$ cat config.mk
export PLATFORM = sky130hd
export DESIGN_NAME = ysyx_24080006_idu
export DESIGN_NICKNAME = d
export VERILOG_FILES = /design/src/rtl/ysyx_24080006_idu.sv
export SDC_FILE = /design/constraint.sdc
export NUM_CORES = 1
export LEC_CHECK = 0
export CORE_MARGIN = 4
export CORE_UTILIZATION = 36
export DETAILED_ROUTE_END_ITERATION = 7
export PLACE_DENSITY = 0.81
export SYNTH_ARGS = -nofsm -noshare
export SYNTH_HDL_FRONTEND = slang
export SYNTH_SLANG_ARGS = --single-unit
$ cat constraint.sdc
create_clock -name clock -period 2.1 [get_ports clock]
set_input_delay 0.42 -clock clock [delete_from_list [all_inputs] [get_ports clock]]
set_output_delay 0.42 -clock clock [all_outputs]
set_load 0.05 [all_outputs]
$ cat src/rtl/ysyx_24080006_idu.sv
// RV32E instruction decode unit: one IFU handshake, registered bundle held until EXU accepts.
// Optional RV32M decode (funct7=0000001 -> MULDIV) is enabled by defining YSYX_24080006_RV32M_EN.
module ysyx_24080006_idu (
  input  logic        clock,
  input  logic        reset,
  input  logic        ifu_valid,
  output logic        ifu_ready,
  input  logic [31:0] ifu_inst,
  input  logic [31:0] ifu_pc,
  output logic [3:0]  rf_raddr1,
  output logic [3:0]  rf_raddr2,
  input  logic [31:0] rf_rdata1,
  input  logic [31:0] rf_rdata2,
  output logic        exu_valid,
  input  logic        exu_ready,
  output logic [31:0] exu_pc,
  output logic [3:0]  exu_op,
  output logic [2:0]  exu_funct3,
  output logic        exu_alt,
  output logic [31:0] exu_imm,
  output logic [31:0] exu_rs1_data,
  output logic [31:0] exu_rs2_data,
  output logic [3:0]  exu_rd,
  output logic        exu_rd_wen
);

  typedef enum logic [3:0] {
    OP_ALU_REG = 4'd0,  OP_ALU_IMM = 4'd1, OP_LOAD   = 4'd2, OP_STORE = 4'd3,
    OP_BRANCH  = 4'd4,  OP_JAL     = 4'd5, OP_JALR   = 4'd6, OP_LUI   = 4'd7,
    OP_AUIPC   = 4'd8,  OP_SYSTEM  = 4'd9, OP_MULDIV = 4'd10, OP_ILLEGAL = 4'd15
  } op_e;

  typedef enum logic {S_IDLE = 1'b0, S_HOLD = 1'b1} state_e;

  typedef struct packed {
    logic [31:0] pc;
    op_e         op;
    logic [2:0]  funct3;
    logic        alt;
    logic [31:0] imm;
    logic [31:0] rs1_data;
    logic [31:0] rs2_data;
    logic [3:0]  rd;
    logic        rd_wen;
  } bundle_t;

  localparam logic [6:0] OPC_OP     = 7'b0110011;
  localparam logic [6:0] OPC_OP_IMM = 7'b0010011;
  localparam logic [6:0] OPC_LOAD   = 7'b0000011;
  localparam logic [6:0] OPC_STORE  = 7'b0100011;
  localparam logic [6:0] OPC_BRANCH = 7'b1100011;
  localparam logic [6:0] OPC_JAL    = 7'b1101111;
  localparam logic [6:0] OPC_JALR   = 7'b1100111;
  localparam logic [6:0] OPC_LUI    = 7'b0110111;
  localparam logic [6:0] OPC_AUIPC  = 7'b0010111;
  localparam logic [6:0] OPC_SYSTEM = 7'b1110011;

  logic [6:0]  opcode;
  logic [2:0]  funct3;
  logic [6:0]  funct7;
  logic [31:0] imm_i, imm_s, imm_b, imm_u, imm_j;
  op_e         dec_op;
  logic [31:0] dec_imm;
  logic        dec_alt, dec_rd_wen;
  logic        use_rs1, use_rs2, use_rd;

  state_e  state_q, state_d;
  bundle_t bundle_q, bundle_d;

  assign opcode    = ifu_inst[6:0];
  assign funct3    = ifu_inst[14:12];
  assign funct7    = ifu_inst[31:25];
  assign rf_raddr1 = ifu_inst[18:15];
  assign rf_raddr2 = ifu_inst[23:20];

  assign imm_i = {{20{ifu_inst[31]}}, ifu_inst[31:20]};
  assign imm_s = {{20{ifu_inst[31]}}, ifu_inst[31:25], ifu_inst[11:7]};
  assign imm_b = {{19{ifu_inst[31]}}, ifu_inst[31], ifu_inst[7], ifu_inst[30:25], ifu_inst[11:8], 1'b0};
  assign imm_u = {ifu_inst[31:12], 12'b0};
  assign imm_j = {{11{ifu_inst[31]}}, ifu_inst[31], ifu_inst[19:12], ifu_inst[20], ifu_inst[30:21], 1'b0};

  always_comb begin
    // NOTE: every variable gets a default before the case so no path leaves it unassigned (no latch).
    dec_op  = OP_ILLEGAL;
    dec_imm = '0;
    use_rs1 = 1'b0;
    use_rs2 = 1'b0;
    use_rd  = 1'b0;
    case (opcode)
      OPC_OP: begin
        use_rs1 = 1'b1;
        use_rs2 = 1'b1;
        use_rd  = 1'b1;
        if (funct7 == 7'b0000000 || funct7 == 7'b0100000) dec_op = OP_ALU_REG;
`ifdef YSYX_24080006_RV32M_EN
        else if (funct7 == 7'b0000001) dec_op = OP_MULDIV;
`endif
      end
      OPC_OP_IMM: begin dec_op = OP_ALU_IMM; dec_imm = imm_i; use_rs1 = 1'b1; use_rd = 1'b1; end
      OPC_LOAD:   begin dec_op = OP_LOAD;    dec_imm = imm_i; use_rs1 = 1'b1; use_rd = 1'b1; end
      OPC_STORE:  begin dec_op = OP_STORE;   dec_imm = imm_s; use_rs1 = 1'b1; use_rs2 = 1'b1; end
      OPC_BRANCH: begin dec_op = OP_BRANCH;  dec_imm = imm_b; use_rs1 = 1'b1; use_rs2 = 1'b1; end
      OPC_JAL:    begin dec_op = OP_JAL;     dec_imm = imm_j; use_rd = 1'b1; end
      OPC_JALR:   begin dec_op = OP_JALR;    dec_imm = imm_i; use_rs1 = 1'b1; use_rd = 1'b1; end
      OPC_LUI:    begin dec_op = OP_LUI;     dec_imm = imm_u; use_rd = 1'b1; end
      OPC_AUIPC:  begin dec_op = OP_AUIPC;   dec_imm = imm_u; use_rd = 1'b1; end
      OPC_SYSTEM: begin
        // CSR forms name rd; only csrrw/csrrs/csrrc use rs1 as a register (the rest carry a uimm).
        dec_op  = OP_SYSTEM;
        dec_imm = {20'b0, ifu_inst[31:20]};
        use_rd  = (funct3 != 3'b000);
        use_rs1 = (funct3 != 3'b000) && !funct3[2];
      end
      default: ;
    endcase

    // RV32E has only x0..x15, so bit 4 of any register field in use is illegal.
    if ((use_rs1 && ifu_inst[19]) || (use_rs2 && ifu_inst[24]) || (use_rd && ifu_inst[11]))
      dec_op = OP_ILLEGAL;
    if (dec_op == OP_ILLEGAL) dec_imm = '0;

    dec_alt    = (dec_op == OP_ALU_IMM && funct3 != 3'b101) ? 1'b0 : ifu_inst[30];
    dec_rd_wen = (ifu_inst[11:7] != 5'd0) &&
                 (dec_op inside {OP_ALU_REG, OP_ALU_IMM, OP_LOAD, OP_JAL, OP_JALR,
                                 OP_LUI, OP_AUIPC, OP_MULDIV});
  end

  always_comb begin
    state_d  = state_q;
    bundle_d = bundle_q;
    case (state_q)
      S_IDLE: begin
        if (ifu_valid) begin
          state_d           = S_HOLD;
          bundle_d.pc       = ifu_pc;
          bundle_d.op       = dec_op;
          bundle_d.funct3   = funct3;
          bundle_d.alt      = dec_alt;
          bundle_d.imm      = dec_imm;
          bundle_d.rs1_data = rf_rdata1;
          bundle_d.rs2_data = rf_rdata2;
          bundle_d.rd       = ifu_inst[10:7];
          bundle_d.rd_wen   = dec_rd_wen;
        end
      end
      S_HOLD:  if (exu_ready) state_d = S_IDLE;
      default: state_d = S_IDLE;
    endcase
  end

  // NOTE: sequential state uses non-blocking assignments; reset here is synchronous and active-high.
  always_ff @(posedge clock) begin
    if (reset) begin
      state_q  <= S_IDLE;
      bundle_q <= '0;
    end else begin
      state_q  <= state_d;
      bundle_q <= bundle_d;
    end
  end

  assign ifu_ready    = (state_q == S_IDLE);
  assign exu_valid    = (state_q == S_HOLD);
  assign exu_pc       = bundle_q.pc;
  assign exu_op       = bundle_q.op;
  assign exu_funct3   = bundle_q.funct3;
  assign exu_alt      = bundle_q.alt;
  assign exu_imm      = bundle_q.imm;
  assign exu_rs1_data = bundle_q.rs1_data;
  assign exu_rs2_data = bundle_q.rs2_data;
  assign exu_rd       = bundle_q.rd;
  assign exu_rd_wen   = bundle_q.rd_wen;

endmodule

==> flow_summary.toml, run 1 <==
[status]
status = "finished, final reports clean"

[sta]
max_freq_mhz = 486.5
slew_violations = 0
hold_violations = 0
rsz0062_at_grt = "false"
post-route-period-util_pct = 97.88
clock_skew_ns = 0.009382
tightest_slew_ns = 0.8081
slew_headroom_pct = 46.13
setup_viol = 0
final.min_clock_period_ns = 2.055

[worst_setup_path]
crit_chain = "clkdlybuf4s50_1, o311a_1, o2111ai_1, nand2_2, nand4bb_4, buf_12, o21ai_0"
cp.buffers_inverters = 2
required_ns = 2.44
cp-end-kind = "flip-flop"
slowest_delay_ns = 0.46
cp_max_fo = 6
crit_path_start_kind = "primary input"
cp_slowest_cell = "clkdlybuf4s50_1"
worstPathArrival_ns = 2.39
crit_family = "compound AO/OA/AOI/OAI gates"
crit_type = "in -> reg"
r2r_slack_ns = 0.57

[synth]
syn_inst = 710
synth-xor-area-share_pct = 0.1543
yosysTopAreaCell = "dfxtp_1"
async_flop_share_pct = 0
synth-seq-cells = 142
ys.flop_type = "dfxtp_1"
synth_top_area_share_pct = 50.09
synth_top_family_by_area = "simple AND/OR/NAND/NOR gates"
syn_nets = 842
ys_seq_area_share_pct = 50.09
avgSynthCellArea_um2 = 7.994
synth_cell_types = 56
yosysWarningCount = 0
synth_edf_count = 0
synth.area.mux_share_pct = 0.1764
yosys.area_share.simple_pct = 23.35
synth_area_leaders = "dfxtp_1 50%, nand2_1 16%, a21oi_1 11%"
syn_area_mm2 = 0.005675
synth_fa_ha_area_share_pct = 0
synth_compound_area_share_pct = 20.99

[cells_and_area]
fillers = 1284
n_antenna_cell = 0
nets = 1152
final_common_cell = "clkdlybuf4s50_1"
final_area_mm2 = 0.009832
area_growth_pct = 73.24
utilization_pct = 64.20
final_cell_mix = "258 x clkdlybuf4s50_1, 237 x nand2_1, 141 x dfxtp_1"
drive_gt1_share_pct = 14.52

[worst_hold_path]
hold_path.class = "in -> reg"

[clock_network]
cts_tree = "built"
cts_hold_buf = 0
numClockSinks = 142
clockBufferDepth = 2
clk_pin_slew_ns = 0.07
clk_latency_ns = 0.41
cts-root-buf = "clkbuf_16"
cts_buffers = 17
cts.htree.levels = 4

[global_route]
grt_pass1_wl_um = 30320
grt_max_degree = 81
track_usage_pct = 21.10
antenna_found_initial = 1
grt_use_met3_pct = 8.686
grt_util_met1_pct = 24.43
grt.met2_usage_pct = 35.21
top_usage_layer = "met2"
grt_pass1_vias = 5851
grt_overflow_total = 0

[placement]
dpl.hpwl_um = 14530
placed_area_mm2 = 0.009124
place.port_buffers = 282
routabilityCongestion = 0.9190

[floorplan]
pin_count = 283
start_util_pct = 37.06
die_x_um = 133.6
rows = 45
die_h_um = 133.6
coreArea_mm2 = 0.01531
dieArea_mm2 = 0.01784

[detailed_routing]
drcViolationCount = 0
drt_pre_antenna_iters = 4
drt-initial-drc-count = 434
num_vias = 6067
ant_nets = 0
drt-total-wl_um = 19770
via_per_inst = 4.877
wire_per_inst_um = 15.89

[power]
vdd_ir_drop_max_v = 0.0007586
leakagePower_nw = 3.784
power_density_mw_per_mm2 = 768.0
power_mw = 7.551

[job]
cap_violations = 0
## sequential cells by signal (all words and copies together) (netlist names)
name / count
exu_rd_wen: 1
exu_valid: 1
exu_rs1_data: 32
exu_rd: 4
exu_op: 4
exu_funct3: 3
exu_pc: 32
exu_rs2_data: 32
exu_imm: 32
exu_alt: 1
## per-layer routing
| metal | wire length, µm | share of wire, % | up-vias |
|---|---|---|---|
| li1 | - | - | 3006 |
| met1 | 7883 | 40 | 2789 |
| met2 | 9528 | 48 | 233 |
| met3 | 1912 | 9.7 | 37 |
| met4 | 432 | 2.2 | 2 |
| met5 | 13 | 0.066 | - |
## per-stage QoR
step / setup TNS, ns / cells / setup WS [ns] / hold WS, ns
after global routing: 0 / 1244 / 0.02062 / 0.4150
final: 0 / 1244 / 0.04459 / 0.4218
after detailed placement: -17.32 / 1208 / -0.5053 / 0.4398
after global placement: -16.96 / 1208 / -0.4688 / 0.4364
after CTS: 0 / 1241 / 0.003294 / 0.4538
after floorplan: -0.01907 / 710 / -0.001256 / 0.5115
## final cells by class
class                           count  area [µm²]  share of cell area [%]
Clock inverter                     13       152.6                   1.553
Tap cell                          211       264.0                   2.685
Clock buffer                       19       452.9                   4.607
Sequential cell                   142        2844                   28.93
Multi-Input combinational cell    504        2574                   26.18
Inverter                            2       7.507                 0.07636
Timing Repair Buffer              353        3537                   35.98
## path summary, 6_finish.rpt
path	cells after the start	startpoint	endpoint
setup / recovery	7	ifu_inst[13]	exu_imm[15]$_SDFFE_PP0P_
hold / removal	3	ifu_inst[28]	exu_imm[8]$_SDFFE_PP0P_
setup reg to reg	5	exu_valid$_SDFF_PP0_	exu_imm[15]$_SDFFE_PP0P_
hold reg to reg	2	exu_pc[5]$_SDFFE_PP0P_	exu_pc[5]$_SDFFE_PP0P_
## synthesized netlist by cell type, types with 2 or more instances
master / number
a2111oi_0: 2
a211oi_1: 4
a21boi_0: 3
a21o_1: 2
a21oi_1: 130
a22o_1: 6
a22oi_1: 4
a31oi_1: 3
and2_1: 3
buf_1: 12
buf_2: 4
buf_4: 8
buf_6: 3
clkbuf_1: 35
dfxtp_1: 142
inv_1: 2
nand2_1: 239
nand2b_1: 5
nand3_1: 3
nand3b_1: 4
nand4b_1: 2
nor2_1: 18
nor2b_1: 3
nor3_1: 5
nor4_1: 5
nor4b_1: 2
o21ai_0: 7
o21ai_2: 20
o31ai_1: 3
o32a_1: 2
or3_1: 2
or3b_2: 2
or4_1: 2
## worst reg2reg max path, cell delays in order, from the launching register on
cell       delay (ns)
dfxtp_2          0.35
nor2b_4          0.26
nand2_2          0.15
nand4bb_4        0.37
buf_12           0.21
o21ai_0          0.14
## kinds of logic (layout without fill, tap and decap cells)
family          count (synthesis)  in the layout
xor+xnor                        1              1
simple gates                  304            304
buf+inv                        64            387
flops                         142            142
compound gates                198            198
mux                             1              1
## timing repair
action | CTS | global route
resized for setup | 7 | 16
endpoints found under the setup margin | 31 | 36
hold endpoints to repair | 0 | 0
pin swaps | 3 | 4
setup buffers | 1 | 1
cloned | 0 | 2
## power breakdown
group          switching (mW)  total [mW]  leakage [nW]  internal, mW
Clock                    1.23        3.07         0.293          1.84
Sequential             0.0634        2.89          1.16          2.82
Combinational           0.939        1.59          2.33         0.651
Total                    2.24        7.55          3.78          5.32
No activity file was read; power rests on OpenSTA's default activity.
==> inputs of run 2 (changes only) <==
--- a/config.mk
+++ b/config.mk
@@ -5,7 +5,7 @@
 export SDC_FILE = /design/constraint.sdc
 export NUM_CORES = 1
 export LEC_CHECK = 0
-export CORE_MARGIN = 4
+export CORE_MARGIN = 2
 export CORE_UTILIZATION = 36
 export DETAILED_ROUTE_END_ITERATION = 7
 export PLACE_DENSITY = 0.81
==> flow_summary.toml, run 2 (synthesized netlist as in run 1, its figures left out) <==
[status]
status = "finished, final reports clean"

[sta]
tns_ns = 0
tightest_slew_ns = 0.7823
holdWs_ns = 0.3861
clock_skew_ns = 0.009542
hold_violations = 0
slew_violations = 0
setup_viol = 0
final.min_clock_period_ns = 2.051
slew_headroom_pct = 47.84
post-route-period-util_pct = 97.66
max_freq_mhz = 487.6

[clock_network]
cts_buffers = 17
cts_tree = "built"
cts_hold_buf = 0
cts.htree.levels = 4
cts-root-buf = "clkbuf_16"
clk_pin_slew_ns = 0.07
numClockSinks = 142
clk_latency_ns = 0.42
clockBufferDepth = 2

[floorplan]
die_x_um = 129.6
start_util_pct = 37.06
coreArea_mm2 = 0.01531
dieArea_mm2 = 0.01679
rows = 45
die_h_um = 129.6
pin_count = 283

[power]
leakagePower_nw = 3.773
vdd_ir_drop_max_v = 0.0006130
power_density_mw_per_mm2 = 764.5

[detailed_routing]
drt-total-wl_um = 19470
ant_nets = 0
drt-initial-drc-count = 325
via_per_inst = 4.862
num_vias = 6078
drt_pre_antenna_iters = 4
drcViolationCount = 0
wire_per_inst_um = 15.57

[worst_setup_path]
crit_start = "ifu_inst[3]"
crit_type = "in -> reg"
cp_slowest_cell = "or3b_4"
crit_path_start_kind = "primary input"
cp-end-kind = "flip-flop"
cp_max_fo = 7
crit_chain = "dlygate4sd2_1, or3b_4, o211a_1, or3_4, buf_12, nor4b_4, buf_4, a22o_1"
worstPathArrival_ns = 2.41
crit_family = "simple AND/OR/NAND/NOR gates"
slowest_delay_ns = 0.42
required_ns = 2.46
cp.buffers_inverters = 3
r2r_start = "exu_valid$_SDFF_PP0_"

[cells_and_area]
final_cell_mix = "261 x clkdlybuf4s50_1, 237 x nand2_1, 141 x dfxtp_1"
utilization_pct = 64.64
final_common_cell = "clkdlybuf4s50_1"
n_antenna_cell = 0
stdcell_count = 1250
final_area_mm2 = 0.009899
nets = 1158
drive_gt1_share_pct = 15.78
area_growth_pct = 74.43

[global_route]
grt_overflow_total = 0
grt_pass1_vias = 5851
track_usage_pct = 22.72
antenna_found_initial = 0
grt_max_degree = 96
grt_pass1_wl_um = 29870

[placement]
routabilityCongestion = 0.9386
dp.cells = 1213
place.port_buffers = 282
dpl.hpwl_um = 14100
placed_area_mm2 = 0.009161

[worst_hold_path]
min-delay-start = "ifu_inst[25]"
hold_path.class = "in -> reg"

[job]
cap_violations = 0
run 2: stage by stage:
step	total power [mW]	setup WS, ns
final	7.568	0.04911
after global routing	7.834	-0.001596
after CTS	7.628	0.008269
after detailed placement	4.539	-0.6051
after global placement	4.522	-0.5562
after floorplan	3.793	-0.001256
run 2: final timing paths:
path / end / cells after the start / slack (ns)
hold / removal: exu_imm[5]$_SDFFE_PP0P_ / 3 / 0.39
setup reg to reg: exu_imm[19]$_SDFFE_PP0P_ / 5 / 0.61
setup / recovery: exu_imm[9]$_SDFFE_PP0P_ / 8 / 0.05
hold reg to reg: exu_imm[19]$_SDFFE_PP0P_ / 2 / 0.45
run 2: tightest hold or removal path, stage by stage:
cell,delay [ns]
dlymetal6s2s_1,0.13
buf_4,0.13
a22o_1,0.11
run 2: layout make-up:
class | count | area, µm²
Tap cell | 211 | 264.0
Multi-Input combinational cell | 504 | 2614
Clock inverter | 15 | 175.2
Inverter | 2 | 7.507
Sequential cell | 142 | 2844
Fill cell | 1278 | 5415
Clock buffer | 17 | 425.4
Timing Repair Buffer | 359 | 3570
run 2: per-layer routing:
layer  wire (µm)  track usage (%)
met3        1686            8.547
met5           0                0
met2        9624            38.65
met4         376            8.349
met1        7780            26.06
run 2: power by group:
part	total, mW	leakage (nW)	internal, mW	switching (mW)
Clock	3.07	0.286	1.79	1.28
Sequential	2.89	1.16	2.82	0.0636
Combinational	1.61	2.33	0.661	0.946
run 2: timing repair:
action                                  4_1_cts  5_1_grt
pin swaps                                     2        4
buffers inserted                              3        0
cloned                                        1        1
gates resized for setup                      15       12
endpoints found under the setup margin       36       37
